File: src/rtl/fetch_pkg.sv
// fetch_pkg: shared types and constants for the instruction-fetch sequencer.
//   fetch_state_e      - sequencer FSM state (IDLE, FETCH, HALTED)
//   HALT_INSTR_DEFAULT - default encoding of the instruction that stops fetching
package fetch_pkg;

    typedef enum logic [1:0] {
        IDLE   = 2'd0,
        FETCH  = 2'd1,
        HALTED = 2'd2
    } fetch_state_e;

    localparam logic [31:0] HALT_INSTR_DEFAULT = 32'hFFFF_FFFF;

endpackage

File: src/rtl/fetch_out_stage.sv
// fetch_out_stage: valid/ready output register between the fetch logic and decode.
//   clk, reset       - clock, asynchronous active-high reset
//   load_i           - capture data_i/pc_i and raise valid
//   flush_i          - drop valid (wins over load_i); payload is left as is
//   ready_i          - consumer accepts the held instruction this cycle
//   data_i, pc_i     - instruction word and its address to capture
//   valid_o, data_o, pc_o - registered output to the decode stage
module fetch_out_stage #(
    parameter int unsigned DW = 32,
    parameter int unsigned AW = 32
) (
    input  logic          clk,
    input  logic          reset,
    input  logic          load_i,
    input  logic          flush_i,
    input  logic          ready_i,
    input  logic [DW-1:0] data_i,
    input  logic [AW-1:0] pc_i,
    output logic          valid_o,
    output logic [DW-1:0] data_o,
    output logic [AW-1:0] pc_o
);

    logic          valid_q;
    logic [DW-1:0] data_q;
    logic [AW-1:0] pc_q;

    always_ff @(posedge clk or posedge reset) begin
        if (reset) begin
            valid_q <= 1'b0;
            data_q  <= '0;
            pc_q    <= '0;
        end else if (flush_i) begin
            valid_q <= 1'b0;
        end else if (load_i) begin
            valid_q <= 1'b1;
            data_q  <= data_i;
            pc_q    <= pc_i;
        end else if (valid_q && ready_i) begin
            // accepted and nothing new behind it
            valid_q <= 1'b0;
        end
    end

    assign valid_o = valid_q;
    assign data_o  = data_q;
    assign pc_o    = pc_q;

endmodule

File: src/rtl/fetch_sequencer.sv
// fetch_sequencer: owns the PC, drives the combinational instruction memory and
// hands fetched words to decode through a valid/ready register.
//   clk, reset            - clock, asynchronous active-high reset
//   start                 - pulse in IDLE begins fetching on the next edge
//   imem_addr/imem_instr  - word address out, combinational read data in
//   instr_valid/ready/out/pc - decoded-side handshake and payload
//   redirect_valid/pc     - branch/jump target; flushes the pending word
//   halted                - HALTED state indicator
//   fault                 - sticky out-of-range fetch flag (cleared by redirect)
//   fetch_count           - saturating count of completed handshakes
module fetch_sequencer
    import fetch_pkg::*;
#(
    parameter int unsigned             ADDR_WIDTH  = 32,
    parameter int unsigned             INSTR_WIDTH = 32,
    parameter int unsigned             MEM_DEPTH   = 65536,
    parameter logic [ADDR_WIDTH-1:0]   RESET_PC    = '0,
    parameter logic [INSTR_WIDTH-1:0]  HALT_INSTR  = INSTR_WIDTH'(HALT_INSTR_DEFAULT),
    parameter int unsigned             CNT_WIDTH   = 32
) (
    input  logic                   clk,
    input  logic                   reset,
    input  logic                   start,
    output logic [ADDR_WIDTH-1:0]  imem_addr,
    input  logic [INSTR_WIDTH-1:0] imem_instr,
    output logic                   instr_valid,
    input  logic                   instr_ready,
    output logic [INSTR_WIDTH-1:0] instr_out,
    output logic [ADDR_WIDTH-1:0]  instr_pc,
    input  logic                   redirect_valid,
    input  logic [ADDR_WIDTH-1:0]  redirect_pc,
    output logic                   halted,
    output logic                   fault,
    output logic [CNT_WIDTH-1:0]   fetch_count
);

    // one extra bit so a depth of 2^ADDR_WIDTH never faults
    localparam logic [ADDR_WIDTH:0] DEPTH_L = (ADDR_WIDTH+1)'(MEM_DEPTH);

    fetch_state_e          state_q;
    logic [ADDR_WIDTH-1:0] pc_q;
    logic                  fault_q;
    logic [CNT_WIDTH-1:0]  cnt_q;

    logic can_load, handshake, pc_oor, is_halt;
    logic out_load, out_flush;

    assign handshake = instr_valid && instr_ready;
    assign can_load  = !instr_valid || instr_ready;
    assign pc_oor    = {1'b0, pc_q} >= DEPTH_L;
    assign is_halt   = (imem_instr == HALT_INSTR);

    // output-register control; redirect beats capture, a fault drops valid
    always_comb begin
        out_load  = 1'b0;
        out_flush = 1'b0;
        case (state_q)
            FETCH: begin
                if (redirect_valid) out_flush = 1'b1;
                else if (can_load) begin
                    if (pc_oor) out_flush = 1'b1;
                    else        out_load  = 1'b1;
                end
            end
            HALTED:  out_flush = redirect_valid;
            default: ;
        endcase
    end

    always_ff @(posedge clk or posedge reset) begin
        if (reset) begin
            state_q <= IDLE;
            pc_q    <= RESET_PC;
            fault_q <= 1'b0;
            cnt_q   <= '0;
        end else begin
            if (handshake && (cnt_q != '1)) cnt_q <= cnt_q + CNT_WIDTH'(1);
            case (state_q)
                IDLE: begin
                    if (redirect_valid) pc_q    <= redirect_pc;
                    if (start)          state_q <= FETCH;
                end
                FETCH: begin
                    if (redirect_valid) pc_q <= redirect_pc;
                    else if (can_load) begin
                        if (pc_oor) begin
                            fault_q <= 1'b1;
                            state_q <= HALTED;
                        end else if (is_halt) begin
                            state_q <= HALTED;  // pc parks on the halt word
                        end else begin
                            pc_q <= pc_q + ADDR_WIDTH'(1);
                        end
                    end
                end
                HALTED: begin
                    if (redirect_valid) begin
                        pc_q    <= redirect_pc;
                        fault_q <= 1'b0;
                        state_q <= FETCH;
                    end
                end
                default: state_q <= IDLE;
            endcase
        end
    end

    fetch_out_stage #(.DW(INSTR_WIDTH), .AW(ADDR_WIDTH)) u_out (
        .clk     (clk),
        .reset   (reset),
        .load_i  (out_load),
        .flush_i (out_flush),
        .ready_i (instr_ready),
        .data_i  (imem_instr),
        .pc_i    (pc_q),
        .valid_o (instr_valid),
        .data_o  (instr_out),
        .pc_o    (instr_pc)
    );

    assign imem_addr   = pc_q;
    assign halted      = (state_q == HALTED);
    assign fault       = fault_q;
    assign fetch_count = cnt_q;

endmodule

File: config.mk
export PLATFORM = sky130hd
export DESIGN_NAME = fetch_sequencer
export DESIGN_NICKNAME = d
export VERILOG_FILES = /design/src/rtl/fetch_pkg.sv /design/src/rtl/fetch_out_stage.sv /design/src/rtl/fetch_sequencer.sv
export SDC_FILE = /design/constraint.sdc
export NUM_CORES = 1
export LEC_CHECK = 0
export CAP_MARGIN = 0
export CORE_MARGIN = 1.5
export CORE_UTILIZATION = 43
export CTS_CLUSTER_DIAMETER = 60
export DETAILED_ROUTE_END_ITERATION = 7
export GPL_TIMING_DRIVEN = 0
export PLACE_DENSITY = 0.77
export SETUP_SLACK_MARGIN = 0.05
export SLEW_MARGIN = 20
export SYNTH_ARGS = -nofsm -noshare
export SYNTH_HDL_FRONTEND = slang
export SYNTH_HIERARCHICAL = 1
export SYNTH_SLANG_ARGS = --single-unit
File: constraint.sdc
create_clock -name clk -period 2.34 [get_ports clk]
set_clock_uncertainty 0.1 [all_clocks]
set_input_delay 0.351 -clock clk [delete_from_list [all_inputs] [get_ports clk]]
set_output_delay 0.351 -clock clk [all_outputs]
set_load 0.01 [all_outputs]
==> metrics.md <==
| Metric | Value |
|---|---|
| RSZ-0062 raised after global routing | yes |
| Metal1 wirelength | 8860 µm |
| Vias per cell | 5.87 |
| Ant diodes | 0 |
| Initial antenna violation count | 0 |
| Area growth from synthesis to final layout | 56.8% |
| Clock tree buffer depth | 2 |
| Crit Path Max Fanout | 10 |
| Required @ worst endpoint | 2.55 ns |
| WL met2 | 10800 µm |
| Final Critical Period | 2.44 ns |
| Register area share after synthesis | 48.8% |
| Critical path capture point type | flop |
| Worst VDD drop | 0.000760 V |
| Dpl cells | 994 |
| Layout cells sized above 1 | 29.4% |
| H-tree depth | 4 |
| Prevailing post-synth register cell | dfrtp_1 |
| Drt initial violations | 508 |
| Total Routing Usage GR | 25.3% |
| First-pass GRT wire length | 32100 µm |
| Post-place setup slack | -0.393 ns |
| EDFF count, synth | 0 |
| Worst Setup Start Kind | flop |
| Post-route antenna net violation count | 0 |
| R2R setup slack | -0.10 ns |
| DR WL/cell | 21.2 µm |
| Row count | 45 |
| CTS buffer count | 17 |
| Syn avg cell area | 11.6 µm² |
| Synthesized cell area | 6770 µm² |
| Final hold violation count | 0 |
| Pin count of the biggest net entering global routing | 58 |
| Reg power frac | 29.9% |
| DRT Wirelength | 22500 µm |
| Clock Sinks | 132 |
| Arr. time, crit path | 2.65 ns |
| Clock root buffer | clkbuf_16 |
| Clock share of power | 27.7% |
| Most frequent cells in the layout | clkdlybuf4s50_1 (198), dfrtp_1 (119), mux2_4 (61) |
| Most area-hungry cell type in the Yosys netlist | dfrtp_1 |
| Slew @ Worst Pin | 0.629 ns |
| Non-filler cells, final | 1058 |
| Residual DRC | 0 |
| Die H | 128 µm |
| Core area | 15300 µm² |
| Cell area power density | 1010 nW/µm² |
| Initial core utilization | 44.2% |
| Synth cell types | 58 |
| Clk_lat worst skew | 0.43 ns |
| Status | finished, violations left |
| Layout Utilization | 69.3% |
| Synth Register Bits | 132 |
| Slew Limit Fails | 0 |
| Clock transition at the registers of the reported paths | 0.06 ns |
| # IOs | 200 |
| Relative slew slack | 57.7% |
| Global placement routability congestion | 0.900 |
| Post-Syn Nets | 659 |
| Fmax | 0.409 GHz |
| Fill cells | 1050 |
| Top layer in use | met4 |
| Logic pwr share | 42.5% |
| Setup ws final | -0.105 ns |
| Post-synth ARST share | 100% |
| Cells after Synth | 583 |
| CTS tree | yes |
| Pint | 0.00678 W |
| Layout Nets | 910 |
| DP Wirelength | 14500 µm |
| Vias post-DR | 6211 |
| Vias in the first global route | 5988 |
| Crit Path Category | flop to flop |
| Max Cap Viol | 0 |
| Synth area leaders | dfrtp_1 (49%), mux2_4 (13%), nand3_1 (2.3%) |
| Sw power | 0.00393 W |
| I/O Buffers | 198 |
| Commonest non-fill, non-tap cell in the layout | clkdlybuf4s50_1 |
| Global route overflow | 0 |
| Post-synth top area share | 48.8% |
| Failing checks | setup timing |
| Pre-antenna DRT Iters | 6 |
| HP Class | primary input to async pin |
| Die width | 128 µm |
| Leakage | 4.46 nW |
| Ys Warns | 6 |
| Final setup viols | 85 |
| Metal3 WL | 2000 µm |
| Tcrit/Tclk final | 104% |
| Switching share of power | 36.7% |
| Die area | 16500 µm² |
| Hold-fix buffers at CTS | 0 |
-- area by class of cell --
| class | instances | area (µm²) | area share [%] |
|---|---|---|---|
| clock inverter | 13 | 205 | 1.93 |
| sequential | 132 | 3320 | 31.3 |
| timing repair buffer | 233 | 2370 | 22.4 |
| buffer | 29 | 317 | 2.98 |
| clock buffer | 19 | 453 | 4.27 |
| inverter | 12 | 50.0 | 0.471 |
| multi-input combinational | 409 | 3640 | 34.3 |
| tap | 211 | 264 | 2.49 |
-- power groups by stage --
stage / logic (W) / registers, W / clock network (W)
6_report: 0.00455 / 0.00320 / 0.00296
5_1_grt: 0.00475 / 0.00323 / 0.00311
4_1_cts: 0.00355 / 0.00314 / 0.00300
3_5_place_dp: 0.00301 / 0.00324 / 0
3_3_place_gp: 0.00292 / 0.00321 / 0
2_1_floorplan: 0.00168 / 0.00317 / 0
-- cell families after synthesis --
kind of cell               after synthesis  synth area share (%)
muxes                                   68                  14.6
xor gates and xnor gates                30                  3.88
buffers and inverters                   43                  4.55
adders and majority gates                7                  1.29
AOI/OAI and AO/OA                      119                  12.6
DFF                                    132                  48.8
and+or+nand+nor                        184                  14.3
-- per-stage QoR --
step                TNS [ns]  hold slack, ns  total power, W  cell area (µm²)
floorplan                  0           0.399         0.00486             6780
global placement     -156.36           0.381         0.00613             9030
detailed placement    -35.57           0.387         0.00625             9080
CTS                    -2.40           0.168         0.00969            10000
global route           -8.83           0.175          0.0111            10600
finish                 -5.91           0.171          0.0107            10600
-- cell usage after synthesis (3+ instances only) --
master and count:
xnor2_1 16, clkbuf_1 16, nor2_1 38, o221ai_2 4, a41oi_1 3, mux2_2 6
nor3_1 14, a21oi_1 29, nand2_1 35, o22ai_1 8, dfrtp_1 132, xor2_1 14
o2bb2a_1 5, o21ai_1 3, a22oi_1 10, and4_1 3, or3_1 3, nand4_1 21
a2bb2oi_1 8, buf_2 5, o22a_1 9, nor4_1 13, buf_12 7, ha_1 7
o21ai_0 10, mux2_4 60, a31oi_1 16, nand3_1 31, and3_1 8, inv_1 12
nand4_2 3
-- path summary, 6_finish.rpt --
path	startpoint	endpoint	depth (start not counted)
worst min register to register	fetch_count[7]$_DFFE_PP0P_	fetch_count[7]$_DFFE_PP0P_	1
worst max-delay path	imem_addr[20]$_DFFE_PP0P_	u_out/data_o[0]$_DFFE_PP0P_	7
worst max register to register	imem_addr[20]$_DFFE_PP0P_	u_out/data_o[0]$_DFFE_PP0P_	7
worst min-delay path	reset	u_out/data_o[28]$_DFFE_PP0P_	2
max in group asynchronous	reset	imem_addr[19]$_DFFE_PP0P_	3
min in group clk	redirect_valid	fault$_DFFE_PP0P_	4
-- sequential cells by signal (all words and copies together) (netlist names) --
register	cells
u_out/valid_o	1
u_out/data_o	32
state_q	2
imem_addr	32
fetch_count	32
fault	1
u_out/pc_o	32
-- per-layer routing --
| metal | track usage, % | vias up |
|---|---|---|
| met2 | 41.0 | 375 |
| met5 | 0 | - |
| met4 | 10.6 | 0 |
| met1 | 32.2 | 3075 |
| met3 | 6.65 | 75 |
| li1 | - | 2686 |
-- repair_timing --
| item | in CTS | in global routing |
|---|---|---|
| hold endpoints to repair | 0 | 0 |
| resized for setup | 43 | 98 |
| pin swaps | 7 | 27 |
| gates cloned | 1 | 5 |
| setup endpoints to repair | 96 | 110 |
| setup buffers | 20 | 8 |
-- worst max-delay path, cell delays in order (launching register included) --
cell and delay, ns:
dfrtp_2 0.49, nor4_4 0.27, nand4_1 0.25, nor4b_2 0.32, nor2b_4 0.23, buf_12 0.17
buf_12 0.17, mux2_4 0.31
No activity file was read; power rests on OpenSTA's default activity.
